==> config.mk <==
export PLATFORM = sky130hd
export DESIGN_NAME = alu_arbiter
export DESIGN_NICKNAME = d
export VERILOG_FILES = /design/src/rtl/alu_arbiter.sv
export SDC_FILE = /design/constraint.sdc
export NUM_CORES = 1
export LEC_CHECK = 0
export ABC_AREA = 1
export CORE_AREA = 3 3 318 320
export DETAILED_ROUTE_END_ITERATION = 10
export DIE_AREA = 0 0 321 323
export GPL_TIMING_DRIVEN = 0
export PLACE_DENSITY = 0.36
export SETUP_SLACK_MARGIN = 0.02
export SLEW_MARGIN = 20
export SYNTH_ARGS = -nofsm -noshare
export SYNTH_HDL_FRONTEND = slang
export SYNTH_SLANG_ARGS = --single-unit
==> constraint.sdc <==
create_clock -name clock -period 2.1 [get_ports clock]
set_input_delay 0.315 -clock clock [delete_from_list [all_inputs] [get_ports clock]]
set_output_delay 0.315 -clock clock [all_outputs]
set_load 0.005 [all_outputs]
==> src/rtl/alu_arbiter.sv <==
// Round-robin arbiter sharing one combinational ALU among NREQ requesters.
// Latency: grant in cycle T, resp_valid from T+2; at most one operation in flight.
// Backpressure: a pending response (resp_valid & !resp_ready) holds resp_* and blocks all grants.
//
// Optional feature macro: ALU_ARBITER_STATS_EN adds output stat_ops (count of accepted responses).
//
// Ports:
//   clock, reset          single clock; synchronous active-high reset
//   req_valid/req_ready   per-requester handshake; req_ready is a one-hot grant, IDLE only
//   req_a/req_b/req_op    packed per-requester operands/opcode (slice i)
//   alu_a/alu_b/alu_op    registered operands/opcode to the ALU
//   alu_result/alu_flags  combinational ALU outputs, captured one cycle after the grant
//   resp_valid/resp_ready response handshake
//   resp_id/result/flags  granted requester index, captured result and flags
//   stat_ops              (macro only) accepted-response counter, wraps at 2^32
module alu_arbiter #(
  parameter int WORDSIZE = 64,
  parameter int NREQ     = 4,
  parameter int IDW      = $clog2(NREQ)
) (
  input  logic                     clock,
  input  logic                     reset,
`ifdef ALU_ARBITER_STATS_EN
  output logic [31:0]              stat_ops,
`endif
  input  logic [NREQ-1:0]          req_valid,
  output logic [NREQ-1:0]          req_ready,
  input  logic [NREQ*WORDSIZE-1:0] req_a,
  input  logic [NREQ*WORDSIZE-1:0] req_b,
  input  logic [NREQ*6-1:0]        req_op,
  output logic [WORDSIZE-1:0]      alu_a,
  output logic [WORDSIZE-1:0]      alu_b,
  output logic [5:0]               alu_op,
  input  logic [WORDSIZE-1:0]      alu_result,
  input  logic [7:0]               alu_flags,
  output logic                     resp_valid,
  input  logic                     resp_ready,
  output logic [IDW-1:0]           resp_id,
  output logic [WORDSIZE-1:0]      resp_result,
  output logic [7:0]               resp_flags
);

  typedef enum logic [1:0] {IDLE, EXEC, RESP} state_t;

  state_t         state, state_nxt;
  logic [IDW-1:0] rr_ptr;
  logic [IDW-1:0] grant_id;
  logic           gnt_found;
  logic [IDW-1:0] gnt_idx;
  logic [IDW:0]   cand;

  // Search from rr_ptr upward, wrapping modulo NREQ; first pending requester wins.
  always_comb begin
    gnt_found = 1'b0;
    gnt_idx   = '0;
    cand      = '0;
    for (int i = 0; i < NREQ; i++) begin
      cand = {1'b0, rr_ptr} + (IDW+1)'(i);
      if (cand >= (IDW+1)'(NREQ)) cand = cand - (IDW+1)'(NREQ);
      if (!gnt_found && req_valid[cand[IDW-1:0]]) begin
        gnt_found = 1'b1;
        gnt_idx   = cand[IDW-1:0];
      end
    end
  end

  // Grant is offered only while idle, so a pending response blocks new work.
  always_comb begin
    req_ready = '0;
    if (state == IDLE && gnt_found) req_ready[gnt_idx] = 1'b1;
  end

  always_comb begin
    state_nxt = state;
    case (state)
      IDLE:    if (gnt_found) state_nxt = EXEC;
      EXEC:    state_nxt = RESP;
      RESP:    if (resp_ready) state_nxt = IDLE;
      default: state_nxt = IDLE;
    endcase
  end

  always_ff @(posedge clock) begin
    if (reset) begin
      state       <= IDLE;
      rr_ptr      <= '0;
      grant_id    <= '0;
      alu_a       <= '0;
      alu_b       <= '0;
      alu_op      <= '0;
      resp_valid  <= 1'b0;
      resp_id     <= '0;
      resp_result <= '0;
      resp_flags  <= '0;
    end else begin
      state <= state_nxt;
      case (state)
        IDLE: begin
          if (gnt_found) begin
            alu_a    <= req_a[gnt_idx*WORDSIZE +: WORDSIZE];
            alu_b    <= req_b[gnt_idx*WORDSIZE +: WORDSIZE];
            alu_op   <= req_op[gnt_idx*6 +: 6];
            grant_id <= gnt_idx;
          end
        end
        EXEC: begin
          resp_result <= alu_result;
          resp_flags  <= alu_flags;
          resp_id     <= grant_id;
          resp_valid  <= 1'b1;
        end
        RESP: begin
          if (resp_ready) begin
            resp_valid <= 1'b0;
            // Next search starts just past the requester that was served.
            rr_ptr     <= (grant_id == IDW'(NREQ-1)) ? '0 : grant_id + IDW'(1);
          end
        end
        default: ;
      endcase
    end
  end

`ifdef ALU_ARBITER_STATS_EN
  always_ff @(posedge clock) begin
    if (reset)                     stat_ops <= '0;
    else if (resp_valid && resp_ready) stat_ops <= stat_ops + 32'd1;
  end
`endif

endmodule
==> results.md, run 1 <==
- Critical Path Start Type: flip-flop
- CTS Root Cell: clkbuf_16
- PortBufs: 826
- Post-synthesis cell type count: 28
- Slew headroom: 0.4150
- CP Capture Type: primary output
- Yosys warning total: 0
- Synth Cell Area: 14210 sq um
- Worst clock skew: 0.01512 ns
- Clk sinks: 215
- Buffers and inverters on the worst path: 7
- Pre-CTS WS: -1.973 ns
- PD cells: 786.0 nW/um^2
- Worst Slack Setup Final: -0.6991 ns
- Final antenna-violating net count: 0
- Register bit total from synthesis: 215
- Max cap viols: 0
- Worst reg-to-reg path cell count: 20
- Reg clk slew, reported paths: 0.06 ns
- Kind of critical path: reg2out
- Synth area leaders: dfxtp_1, nand2_1, inv_1
- Residual DRC: 0
- Crit path depth: 15
- WP data arrival: 2.48 ns
- Vias in the first global route: 19590
- Filler instances: 11160
- WHS Endpoint: resp_result[12]
- H-tree levels: 1
- Worst reg2reg path startpoint: rr_ptr[0]
- Worst-path cell chain: buf_6 -> inv_8 -> nand2_2 -> nand3_2 -> nand2_2 -> nor2_4 -> nand3_4 -> nand2_4 -> inv_4 -> buf_12 -> buf_8 -> buf_12 -> nand2_8 -> nor2_2 -> buf_6
- Total CTS buffers: 31
- Max clock buf depth: 3
- Async SR Flop Fraction: 0
- Routed wire length: 104300 microns
- Num rows: 115
- Worst path max stage delay: 0.32 ns
- Largest net degree at the start of global routing: 17
- R2r endpoint: alu_b[39]
- Grt total ovfl: 0
- Post-synth top flop: dfxtp_1
- WL/cell: 21.88 microns
- RSZ-0062 raised after global routing: true
- Minimum clock period: 2.799 ns
- Syn nets: 3119
- Final Hold Viols: 0
- EDFF count, synth: 0
- Setup-failing EPs final: 139
- FF-to-FF setup slack: -0.49 ns
- Core Area: 98420 sq um
- Total track usage: 0.1913
- Most frequent cell after synthesis: nand2_1
- Share of cells above drive strength 1: 0.1290
- Max IR drop VDD: 621.2 uV
- Worst hold path depth: 3
- Sequential area share after synthesis: 0.3029
- Crit path max fanout: 10
- Die Area: 103700 sq um
- Top-area cell type share of the netlist area: 0.3029
- Dpl hpwl: 82300 microns
- Failing checks: negative setup slack
- I/O Pins: 828
- Die height: 323 microns
- Skew-Pair Late Insertion Delay: 0.61 ns
- TritonCTS clock tree: done
- Synth Instances: 2503
- Leak: 13.17 nW
- Mean number of vias per cell: 4.040
- Fin crit share: 1.333
- Final Max Slew Viols: 0
- Drt pass-1 iters: 5
- First-pass GRT wire length: 142200 microns
- Fin Hold WS: 0.2695 ns
- Top Family by Delay on Critical Path: buffers and inverters
- Gp weighted congestion: 0.8502
- DRT iter0 DRCs: 830
- Worst path slowest cell: dfxtp_2
- Highest Clock Rate: 357.3 MHz
- Most frequent cells after synthesis: nand2_1, inv_1, nor2_1
- Min-delay worst type: in2reg
- Initial Util: 0.1444
- Nets: 4051
- Layout area overhead: 96.09%
- Critical Path RT: 1.78 ns
- Worst hold path startpoint: alu_result[12]
- Die W: 321 microns
- Tightest Pin Transition: 0.8774 ns
- Avg Cell Area, Syn: 5.677 sq um
- Initial antenna violation count: 37
- Via Count: 19260
- Yosys top cell by area: dfxtp_1
- Utilization after layout: 0.2831
- Outcome: complete, but fails checks
[per-stage QoR]
| stage | setup TNS (ns) | std cells | total power, W | area (sq um) |
|---|---|---|---|---|
| floorplan | 0 | 2503 | 0.009345 | 14210 |
| global placement | -217.20 | 4616 | 0.01476 | 24090 |
| global route | -76.61 | 4757 | 0.02342 | 27840 |
| CTS | -61.47 | 4736 | 0.02221 | 27490 |
| finish | -58.57 | 4767 | 0.02190 | 27860 |
| detailed placement | -202.29 | 4616 | 0.01470 | 24090 |
[how the worst max path moves through the flow]
stage | start | to | slack (ns)
after floorplan | rr_ptr[0] | req_ready[3] | 0.11
after global placement | req_valid[0] | req_ready[2] | -1.97
after detailed placement | req_valid[0] | req_ready[2] | -1.97
after CTS | rr_ptr[0] | req_ready[2] | -0.79
after global routing | rr_ptr[0] | req_ready[0] | -0.83
final | rr_ptr[0] | req_ready[2] | -0.70
[registers in the layout (all words and copies together), names as in the netlist]
register / count
alu_b: 64
alu_a: 64
rr_ptr: 2
resp_flags: 8
grant_id: 2
resp_valid: 1
resp_result: 64
state: 2
resp_id: 2
alu_op: 6
[layout by cell type, fill, tap and decap left out, types with 2 or more instances in the layout]
master / n
diode_2: 23
nor2_1: 384
o21ai_1: 103
nor2_4: 4
buf_2: 22
inv_4: 2
nand3_1: 140
nand2_8: 2
clkbuf_4: 4
a211oi_1: 2
clkinv_2: 4
buf_8: 28
o21ai_4: 5
buf_16: 17
nand2_4: 7
inv_2: 2
nand4_1: 160
dfxtp_1: 213
clkbuf_16: 35
o21ai_2: 19
inv_1: 515
nand3_4: 7
clkbuf_1: 65
a21oi_1: 77
buf_12: 32
o21ai_0: 35
clkbuf_2: 22
buf_4: 43
buf_6: 21
clkbuf_8: 10
nand3_2: 104
clkdlybuf4s50_1: 822
nand2_1: 481
nand2_2: 45
nor2_2: 2
buf_1: 12
[tightest hold or removal path: stages]
cell and delay, ns:
clkdlybuf4s50_1 0.39, nand2_1 0.06, a21oi_1 0.06
[cell families (layout without fill, tap and decap cells)]
logic type,count (synthesis),in the layout,share of synthesized area
compound gates,242,242,0.08567
simple gates,1339,1339,0.4092
other cells,0,23,0
flops,215,215,0.3029
buf+inv,706,1660,0.2014
fa+ha+maj,1,1,0.0008804
[area by class of cell]
class | count | area, sq um | share of cell area
Timing Repair Buffer | 900 | 9427 | 0.3383
Multi-Input combinational cell | 1582 | 7973 | 0.2861
Sequential cell | 215 | 4309 | 0.1546
Inverter | 521 | 1973 | 0.07081
Tap cell | 1287 | 1610 | 0.05779
Buffer | 184 | 1568 | 0.05626
Clock buffer | 50 | 907.1 | 0.03256
Antenna cell | 23 | 57.56 | 0.002066
Clock inverter | 5 | 40.04 | 0.001437
[routing by layer]
layer	vias up	wire (microns)	GRT usage
li1	9611	-	-
met1	8925	42100	0.2211
met2	571	51280	0.3368
met3	125	8074	0.06182
met4	28	2647	0.05566
met5	-	188	0
[power breakdown]
| part | leakage, nW | switching [W] | total (W) | internal (W) |
|---|---|---|---|---|
| Combinational | 10.9 | 0.00603 | 0.0115 | 0.00550 |
| Clock | 0.466 | 0.00219 | 0.00512 | 0.00293 |
| Sequential | 1.78 | 0.000414 | 0.00525 | 0.00484 |
[timing repair]
item / CTS / global route
hold buffers: 0 / 0
buffers inserted: 49 / 7
cloned: 17 / 2
gates resized for setup: 473 / 78
pin swaps: 56 / 53
setup endpoints to repair: 150 / 169
Note: power is estimated with default switching activity, not from simulation.
==> run 2: changes to the inputs <==
Settings changed: HOLD_SLACK_MARGIN from default to 0.12.
==> results of run 2 <==
No change in the layout: final DEF, timing and power equal those of run 1.
